File: src/rtl/switch_conditioner.sv
// switch_conditioner: board switch/button front end for the A/B/C gate inputs.
// Each channel passes through a two-flop synchroniser and a counter debounce;
// a new level must persist DEBOUNCE_CYCLES synchronised cycles before it is
// accepted onto clean_out.
// Optional macro SWITCH_COND_EDGE_EN: when defined, registered one-cycle
// rise/fall pulses and a combined change strobe are generated; when undefined
// those outputs are tied to 0 and clean_out timing is unchanged.
module switch_conditioner #(
  parameter int N_CH            = 3,
  parameter int DEBOUNCE_CYCLES = 1000000,
  parameter int CNT_W           = $clog2(DEBOUNCE_CYCLES + 1)
) (
  input  logic            clk,
  input  logic            rst_n,
  input  logic [N_CH-1:0] raw_in,
  output logic [N_CH-1:0] clean_out,
  output logic [N_CH-1:0] rise_pulse,
  output logic [N_CH-1:0] fall_pulse,
  output logic            change_strobe
);

  localparam logic [CNT_W-1:0] CNT_MAX = CNT_W'(DEBOUNCE_CYCLES - 1);

  logic [N_CH-1:0]  sync_p0;
  logic [N_CH-1:0]  sync_p1;
  logic [CNT_W-1:0] cnt [N_CH];
  logic [N_CH-1:0]  accept;

  // Next counter value: clears when stable or on acceptance, so it never
  // exceeds CNT_MAX and never wraps.
  function automatic logic [CNT_W-1:0] next_count(input logic pending,
                                                  input logic [CNT_W-1:0] cur);
    if (!pending || (cur == CNT_MAX)) return '0;
    return cur + CNT_W'(1);
  endfunction

  // Stage p0 -> p1: two-flop synchroniser, no logic between the stages.
  always_ff @(posedge clk or negedge rst_n) begin
    if (!rst_n) begin
      sync_p0 <= '0;
      sync_p1 <= '0;
    end else begin
      sync_p0 <= raw_in;
      sync_p1 <= sync_p0;
    end
  end

  // A channel accepts its new level when it has differed for the full window.
  always_comb begin
    accept = '0;
    for (int i = 0; i < N_CH; i++) begin
      accept[i] = (sync_p1[i] != clean_out[i]) && (cnt[i] == CNT_MAX);
    end
  end

  // Stage p1 -> debounced level: per-channel persistence counters and clean_out.
  always_ff @(posedge clk or negedge rst_n) begin
    if (!rst_n) begin
      for (int i = 0; i < N_CH; i++) cnt[i] <= '0;
      clean_out <= '0;
    end else begin
      for (int i = 0; i < N_CH; i++) begin
        cnt[i] <= next_count(sync_p1[i] != clean_out[i], cnt[i]);
      end
      clean_out <= clean_out ^ accept;
    end
  end

`ifdef SWITCH_COND_EDGE_EN
  // Edge pulses registered on the same edge that updates clean_out.
  always_ff @(posedge clk or negedge rst_n) begin
    if (!rst_n) begin
      rise_pulse    <= '0;
      fall_pulse    <= '0;
      change_strobe <= 1'b0;
    end else begin
      rise_pulse    <= accept & ~clean_out;
      fall_pulse    <= accept &  clean_out;
      change_strobe <= |accept;
    end
  end
`else
  assign rise_pulse    = '0;
  assign fall_pulse    = '0;
  assign change_strobe = 1'b0;
`endif

endmodule

File: config.mk
export PLATFORM = sky130hd
export DESIGN_NAME = switch_conditioner
export DESIGN_NICKNAME = d
export VERILOG_FILES = /design/src/rtl/switch_conditioner.sv
export SDC_FILE = /design/constraint.sdc
export NUM_CORES = 1
export LEC_CHECK = 0
export BUFFER_PORTS_ARGS = -buffer_cell sky130_fd_sc_hd__buf_4
export CORE_MARGIN = 1
export CORE_UTILIZATION = 55
export CTS_CLUSTER_DIAMETER = 150
export DETAILED_ROUTE_END_ITERATION = 10
export PLACE_DENSITY_LB_ADDON = 0.05
export SYNTH_ARGS = -nofsm -noshare
export SYNTH_HDL_FRONTEND = slang
export SYNTH_SLANG_ARGS = --single-unit
File: constraint.sdc
create_clock -name clk -period 2 [get_ports clk]
set_input_delay 0.1 -clock clk [delete_from_list [all_inputs] [get_ports clk]]
set_output_delay 0.1 -clock clk [all_outputs]
set_load 0.01 [all_outputs]
==> metrics, run 1 <==
Max stage delay on crit path 530 ps; first-pass GRT wire length slightly above 10000 µm; die width approximately 80 µm; Switching Fraction 0.226; routed length per instance 13.1 µm; Cell Rows 28; top post-synthesis cells by area dfrtp_1 (52%), xnor2_1 (5.2%), nor2_1 (5.1%); Seq/Total Area, Yosys 0.517; cts bufs inserted 9; Worst Setup End Kind flip-flop; Via density ~5.5; Combinational Power Share 0.045; Worst Path Max Fanout 14; Cell Chain, Critical Path or4_1 > nor4_1 > a31o_2 > buf_12 > nor2_1; most common cell in the synthesized netlist dfrtp_1; clk root buf clkbuf_8; leakage power ~0.0016 µW; vias in the first global route 2292; Final Hold Vio Count 0; # Max-Cap Violations 0; Switch Pwr 603 µW; Final setup viols 0; Min-Delay Path Class flip-flop to flip-flop; Yosys cell types 39; Via Count ~2400; syn avg cell area approximately 10 µm²; Post-synth top cells dfrtp_1 (69), nor2_1 (45), nand3_1 (22); Area Growth Syn to Fin 14.2%; post-synth top area cell dfrtp_1; Max Fclk around 520 MHz; Final period util 0.957; Clock power frac 0.420; hpwl dp 3920 µm; synthesized flop and latch total 69; DR iter-0 viols 109; largest net degree at the start of global routing 70; Non-Filler Instances 444; Worst R2R End cnt[51]; startpoint types flip-flop; Critical Path AT between 2000 and 2500 ps; Post-Syn Area approximately 3300 µm²; Cells after Synth roughly 340; slowest stage cell on the critical path or4_1; CTS H-tree lvls 3; antenna violation net count after detailed routing 0; core area ~6000 µm²; fin. max-slew vios 0; Synth Warn # 0; port bufs 7; Placer Congestion ~0.75; total congestion overflow 0; outcome complete, no violations; Placed Instances ~420; TritonCTS clock tree yes; GRT Overall Usage 0.209; Die Ht 79.9 µm; Post-synth EDFFs 0; drt drc 0; Top Ports 15; Final Instance Area about 3800 µm²; internal power slightly above 2000 µW; unrepaired setup endpoints after global routing no; Worst Hold Margin ~350 ps; skew final ~10 ps; clock tree buffer depth 2; Multi-input gate area ~1500 µm²; Top FF cell, synth dfrtp_1; Clk Latency, worst-skew pair 340 ps; Die Footprint roughly 6400 µm²; measured slew at the worst slew-check pin 851 ps; Synth top area share 0.517; Register Area ~1700 µm²; number of fill cells in the layout 482; buffer and inverter count on the worst path 1; Critical R2R Launch cnt[46]; diodes inserted 0; critical path's top delay family simple AND/OR/NAND/NOR gates; fraction of layout cells with a size suffix above 1 0.163; fin util 0.648; Cell Pwr Density 701 nW/µm²; initial antenna violation count 0; clock slew at reported path FFs 70 ps; starting density of the core 0.567; r2r worst-path depth 5; WL final ~5800 µm; setup_tns 0 ps; CTS sink count 69; crit path to cnt[51]; Worst Setup SP cnt[46]; Flop pwr share 0.535; Req. time, crit path around 2200 ps; nets approximately 370; critical path class flip-flop to flip-flop; fin crit period roughly 1900 ps; TritonRoute pass-1 iters 4; placed cell area approximately 3600 µm²; asr flop ratio synth 1.00; setup slack, reg-to-reg 90 ps; critical path depth 5; VDD IR max approximately 0.0007 V; slew margin rel. 0.433
-- layout by cell type, fill, tap and decap left out, drive strengths merged, types with 7 or more instances in the layout --
master and instances:
inv 12, nor3 7, o21ai 10, nor4 7, nand3 23, or4 13, clkbuf 12, xnor2 20
o31ai 9, or3 12, nand4 12, xor2 19, a21oi 18, nor2 45, dfrtp 69, conb 7
buf 26, nand2 15
-- sequential cells by signal (all words and copies together) (netlist names), named ones only --
register  count
cnt          60
sync_p0       3
sync_p1       3
-- per-stage QoR --
| stage | setup slack [ps] | power (µW) |
|---|---|---|
| 2_1_floorplan | 21.9 | 1520 |
| 3_3_place_gp | 99.5 | 1570 |
| 3_5_place_dp | 45.9 | 1580 |
| 4_1_cts | 36.7 | 2700 |
| 5_1_grt | 3.26 | 2790 |
| 6_report | 85.3 | 2670 |
-- power by group through the flow --
stage / logic (µW) / clock network, µW / registers, µW
2_1_floorplan: 61.5 / 0 / 1460
3_5_place_dp: 118 / 0 / 1460
6_report: 121 / 1120 / 1430
4_1_cts: 125 / 1150 / 1430
5_1_grt: 139 / 1220 / 1430
3_3_place_gp: 118 / 0 / 1460
-- routing by layer --
metal  GRT usage  part of all wire  up-vias
met3      0.0423             0.021        9
li1            -                 -     1228
met2       0.340              0.48       22
met1       0.266              0.48     1169
met4       0.100             0.019        0
met5           0                 0        -
-- worst min path at each step --
stage | from | to | slack [ps] | depth (start not counted)
6_report | sync_p0[0] | sync_p1[0] | 350 | 0
3_5_place_dp | raw_in[0] | sync_p0[0] | 210 | 1
2_1_floorplan | rst_n | async pin | -200 | 0
5_1_grt | sync_p0[0] | sync_p1[0] | 360 | 0
3_3_place_gp | raw_in[2] | sync_p0[2] | 210 | 1
4_1_cts | sync_p0[0] | sync_p1[0] | 360 | 0
-- kinds of logic (layout without fill, tap and decap cells) --
logic type,Yosys count,in the layout,synth area share
mux,3,3,0.0101
other cells,1,7,0.00112
xor+xnor,39,39,0.102
buf+inv,30,58,0.0446
compound gates,39,39,0.0686
flops,69,69,0.517
fa+ha+maj,3,3,0.0112
simple gates,151,151,0.244
-- final cells by class --
class	instances	area share
tap	75	0.0246
clock buffer	12	0.0381
sequential	69	0.453
timing repair buffer	30	0.0650
inverter	12	0.0118
clock inverter	4	0.0125
multi-input combinational	242	0.395
-- timing repair --
| item | in CTS | in global routing |
|---|---|---|
| resized for setup | 0 | 2 |
| buffers inserted | 0 | 1 |
| endpoints found under the setup margin | 0 | 6 |
| hold buffers | 4 | 0 |
| hold endpoints to repair | 72 | 0 |
Note: power is estimated with default switching activity, not from simulation.
==> inputs of run 2 (changes only) <==
Settings changed: CORE_ASPECT_RATIO set to 0.7.
==> metrics, run 2 (synthesis results as in run 1) <==
outcome complete, no violations; Critical Path AT 2160 ps (+20 ps); Cell Rows 23 (-18%); Final Instance Area 3840 µm² (+0.89%); Worst Setup End Kind flip-flop; port bufs 7 (unchanged); Power Total 2910 µW (+9.0%); TritonCTS clock tree yes; die width 95.1 µm (+19%); WL met2 2520 µm (-9.3%); Die Footprint 6390 µm² (about the same); WL final 6200 µm (+6.5%); Min-Delay Path Class flip-flop to flip-flop; internal power 2300 µW (+11%); clock tree buffer depth 2 (unchanged); largest net degree at the start of global routing 70 (unchanged); DR iter-0 viols 127 (+17%); Switch Pwr 617 µW (+2.2%); Cell Pwr Density 757 nW/µm² (+8.0%); # Max-Cap Violations 0 (unchanged); routed wl met3 177 µm (+48%); CTS sink count 69 (unchanged); unrepaired setup endpoints after global routing yes; Area Growth Syn to Fin 15.2%; fin. max-slew vios 0 (unchanged); max reg flops 60 (unchanged); Via density 5.48 (+0.27%); VDD IR max 0.000436 V (-36%); Worst Path Max Fanout 4 (-10); Post-CTS Repair Setup Buffers 0 (unchanged); routed length per instance 14.1 µm (+7.3%); Final setup viols 0 (unchanged); hpwl dp 4170 µm (+6.2%); Via Count 2418 (-0.41%); most common cell after layout, fill and taps aside dfrtp_1; clock slew at reported path FFs 70 ps (about the same); Final period util 0.963 (+0.00612); Placed Instances 421 (-0.47%); Max Fclk 519 MHz (-0.64%); vias in the first global route 2181 (-4.8%); drt drc 0 (unchanged); antenna violation net count after detailed routing 0 (unchanged); Switching Fraction 0.212 (-0.0140); highest metal used met4; leading cell types in the layout, fill and taps excluded dfrtp_1 (69), nor2_1 (45), nand3_1 (22), buf_4 (22), xnor2_1 (20); Placer Congestion 0.801 (+7.3%); TritonRoute pass-1 iters 4 (unchanged); initial antenna violation count 0 (unchanged); fraction of layout cells with a size suffix above 1 0.161 (-0.00140); CTS H-tree lvls 3 (unchanged); Non-Filler Instances 441 (-0.68%); Clock power frac 0.467 (+0.047); Combinational Power Share 0.041 (-0.004); Flop pwr share 0.492 (-0.043); nets 369 (-0.81%); Clk Latency, worst-skew pair 340 ps (about the same); biggest regs cnt x60, sync_p0 x3, sync_p1 x3; total congestion overflow 0 (unchanged); critical path class flip-flop to flip-flop; clk root buf clkbuf_8; GRT Overall Usage 0.220 (+0.0111); Top Ports 15 (unchanged); Final Hold Vio Count 0 (unchanged); M1 wire length 3440 µm (+23%); startpoint types flip-flop; placed cell area 3530 µm² (-0.77%); leakage power 0.00160 µW (+0.30%); diodes inserted 0 (unchanged); first-pass GRT wire length 10500 µm (+3.6%); core area 5780 µm² (-1.7%); starting density of the core 0.577 (+0.00993); measured slew at the worst slew-check pin 842 ps (-8.62 ps); Die Ht 67.2 µm (-16%); skew final 6.36 ps (-3.86 ps); slew margin rel. 0.439 (+0.00575); largest register by flop count cnt; Req. time, crit path 2230 ps (about the same); fin crit period 1930 ps (+12.2 ps); cts bufs inserted 9 (unchanged)
[run 2: cell types whose count changed in the layout (fill, tap and decap cells not counted), sizes merged]
cell	previous run	this run
buf	26	23
bufinv	1	3
clkbuf	12	11
clkinv	2	1
clkinvlp	1	0
inv	12	13
[run 2: worst paths after layout]
path	start	end	slack, ps	cells after the start
max	cnt[37]	flip-flop	70	4
min	sync_p0[0]	sync_p1[0]	350	0
max reg2reg	cnt[37]	flip-flop	70	4
min reg2reg	sync_p0[0]	sync_p1[0]	350	0
max in group asynchronous	rst_n	cnt[44]	1050	2
min in group asynchronous	rst_n	async pin	410	2
[run 2: worst max-delay path, stage by stage, from the launching register on]
cell and delay (ps):
dfrtp_1 380, nand3_1 130, or4b_2 710, nor3_1 220
mux2_2 360
[run 2: cell type report]
class                   instances  area [µm²]
well taps                      75        93.8
repair buffers                 27         216
flip-flops and latches         69        1730
fillers                       435        1940
inverters                      12        45.0
multi-input cells             242        1520
clock inverters                 5         108
clock buffers                  11         131
[run 2: stage by stage]
stage	setup TNS (ps)	utilization	worst slack [ps]	hold WS (ps)
2_1_floorplan	0	-	21.9	-196
3_3_place_gp	0	0.611	82.4	209
3_5_place_dp	0	0.611	44.4	210
4_1_cts	0	0.659	24.2	352
5_1_grt	-7.15	0.665	-7.15	360
6_report	0	0.665	73.1	350
[run 2: timing repair]
| action | CTS | global route |
|---|---|---|
| hold endpoints to repair | 72 | 0 |
| gates resized for setup | 0 | 6 |
| hold buffers | 4 | 0 |
| setup endpoints to repair | 0 | 24 |
[run 2: layer usage]
| metal | vias up | GRT usage |
|---|---|---|
| met5 | - | 0 |
| met4 | 0 | 0.0663 |
| met3 | 6 | 0.0743 |
| met2 | 26 | 0.282 |
| met1 | 1165 | 0.343 |
| li1 | 1221 | - |
[run 2: power by group through the flow]
stage / sequential [µW] / clock [µW] / combinational [µW]
after global routing: 1430 / 1470 / 137
final: 1430 / 1360 / 119
after CTS: 1430 / 1390 / 120
after detailed placement: 1460 / 0 / 113
after global placement: 1460 / 0 / 113
after floorplan: 1460 / 0 / 61.5
==> inputs of run 3 (changes only) <==
Settings changed: CORE_UTILIZATION 55 to 65, MAX_ROUTING_LAYER set to met4.
Clock period 2 ns to 2.4 ns, I/O delays scaled along.
==> metrics, run 3 (synthesis results as in run 1) <==
fin util 0.768 (+0.103); outcome complete, no violations; routed wl met3 254 µm (+44%); GRT Overall Usage 0.266 (+0.0454); most common cell after layout, fill and taps aside dfrtp_1; initial antenna violation count 0 (unchanged); Worst Path Max Fanout 8 (+4); setup_tns 0 ps (unchanged); Die Ht 61.9 µm (-7.8%); Final setup viols 0 (unchanged); largest net degree at the start of global routing 70 (unchanged); total congestion overflow 0 (unchanged); starting density of the core 0.686 (+0.110); routed length per instance 14.3 µm (+1.9%); CTS H-tree lvls 3 (unchanged); Area Growth Syn to Fin 11.8%; cts bufs inserted 9 (unchanged); max reg flops 60 (unchanged); Via density 5.71 (+4.1%); Cell Rows 21 (-8.7%); port bufs 7 (unchanged); # Max-Cap Violations 0 (unchanged); Critical Path AT 2400 ps (+240 ps); drt drc 0 (unchanged); fin crit period 2130 ps (+202 ps); startpoint types flip-flop; Min-Delay Path Class flip-flop to flip-flop; antenna violation net count after detailed routing 0 (unchanged); highest metal used met4; M1 wire length 3020 µm (-12%); Multi-input gate area 1500 µm² (-1.8%); measured slew at the worst slew-check pin 832 ps (-9.62 ps); WL final 6070 µm (-2.0%); number of fill cells in the layout 341 (-22%); vias in the first global route 2177 (-0.18%); nets 358 (-3.0%); Final period util 0.887 (-0.0763); post_cts resized 0 (unchanged); Placer Congestion 0.808 (+0.79%); unrepaired setup endpoints after global routing no; Via Count 2421 (+0.12%); TritonCTS clock tree yes; clk root buf clkbuf_8; CTS sink count 69 (unchanged); fraction of layout cells with a size suffix above 1 0.130 (-0.0316); largest register by flop count cnt; Final Hold Vio Count 0 (unchanged); clock tree buffer depth 2 (unchanged); skew final 9.52 ps (+3.16 ps); core area 4860 µm² (-16%); clock slew at reported path FFs 70 ps (about the same); diodes inserted 0 (unchanged); Max Fclk 470 MHz (-9.5%); fin. max-slew vios 0 (unchanged); TritonRoute pass-1 iters 4 (unchanged); Req. time, crit path 2670 ps (+440 ps); Register Area 1730 µm² (unchanged); leakage power 0.00154 µW (-3.8%); Cell Pwr Density 651 nW/µm² (-14%); leading cell types in the layout, fill and taps excluded dfrtp_1 (69), nor2_1 (45), nand3_1 (22), xnor2_1 (20), xor2_1 (19); biggest regs cnt x60, sync_p0 x3, sync_p1 x3; Post-CTS Repair Setup Buffers 0 (unchanged); die width 87.6 µm (-7.8%); first-pass GRT wire length 10200 µm (-2.4%); Worst Setup End Kind flip-flop; hpwl dp 4060 µm (-2.6%); WL met2 2750 µm (+9.1%); # hold bufs at CTS 4 (unchanged); Top Ports 15 (unchanged); DR iter-0 viols 177 (+39%); critical path class flip-flop to flip-flop; Die Footprint 5430 µm² (-15%); Clk Latency, worst-skew pair 340 ps (about the same); VDD IR max 0.000429 V (-1.6%); slew margin rel. 0.445 (+0.00641)
[run 3: final cells by class]
cell class | count | area share
sequential | 69 | 0.463
multi-input combinational | 242 | 0.401
clock buffer | 10 | 0.0369
timing repair buffer | 16 | 0.0349
clock inverter | 6 | 0.0295
tap | 69 | 0.0231
inverter | 12 | 0.0121
[run 3: worst max-delay path, stage by stage, from the launching register on]
cell and delay, ps:
dfrtp_1 410, ha_1 240, nand2_1 100, or4_1 650, or4_4 530, a21oi_2 130
[run 3: per-stage QoR]
step	instances	hold slack (ps)	instance area, µm²	total power, µW	setup slack [ps]
5_1_grt	424	360	3730	2520	138
2_1_floorplan	341	-176	3360	1270	422
3_3_place_gp	404	230	3440	1300	359
3_5_place_dp	404	231	3440	1300	291
6_report	424	351	3730	2430	271
4_1_cts	424	352	3730	2460	275
[run 3: path summary, 6_finish.rpt]
kind	slack, ps	to	startpoint	depth (start not counted)
max	270	cnt[58]	cnt[40]	5
min reg2reg	350	sync_p1[2]	sync_p0[2]	0
max in group asynchronous	1430	cnt[30]	rst_n	2
max reg2reg	270	cnt[58]	cnt[40]	5
min	350	sync_p1[2]	sync_p0[2]	0
min in group asynchronous	430	cnt[4]	rst_n	2
[run 3: layer usage]
layer | vias to the layer above | GRT usage
met5 | - | -
met4 | 0 | 0.0937
met3 | 5 | 0.0806
met2 | 59 | 0.387
met1 | 1158 | 0.356
li1 | 1199 | -
[run 3: power by group]
part	switching, µW	leakage (µW)	internal, µW
registers	16.3	0.000943	1180
logic	57.5	0.000474	27.9
clock network	431	0.000119	716
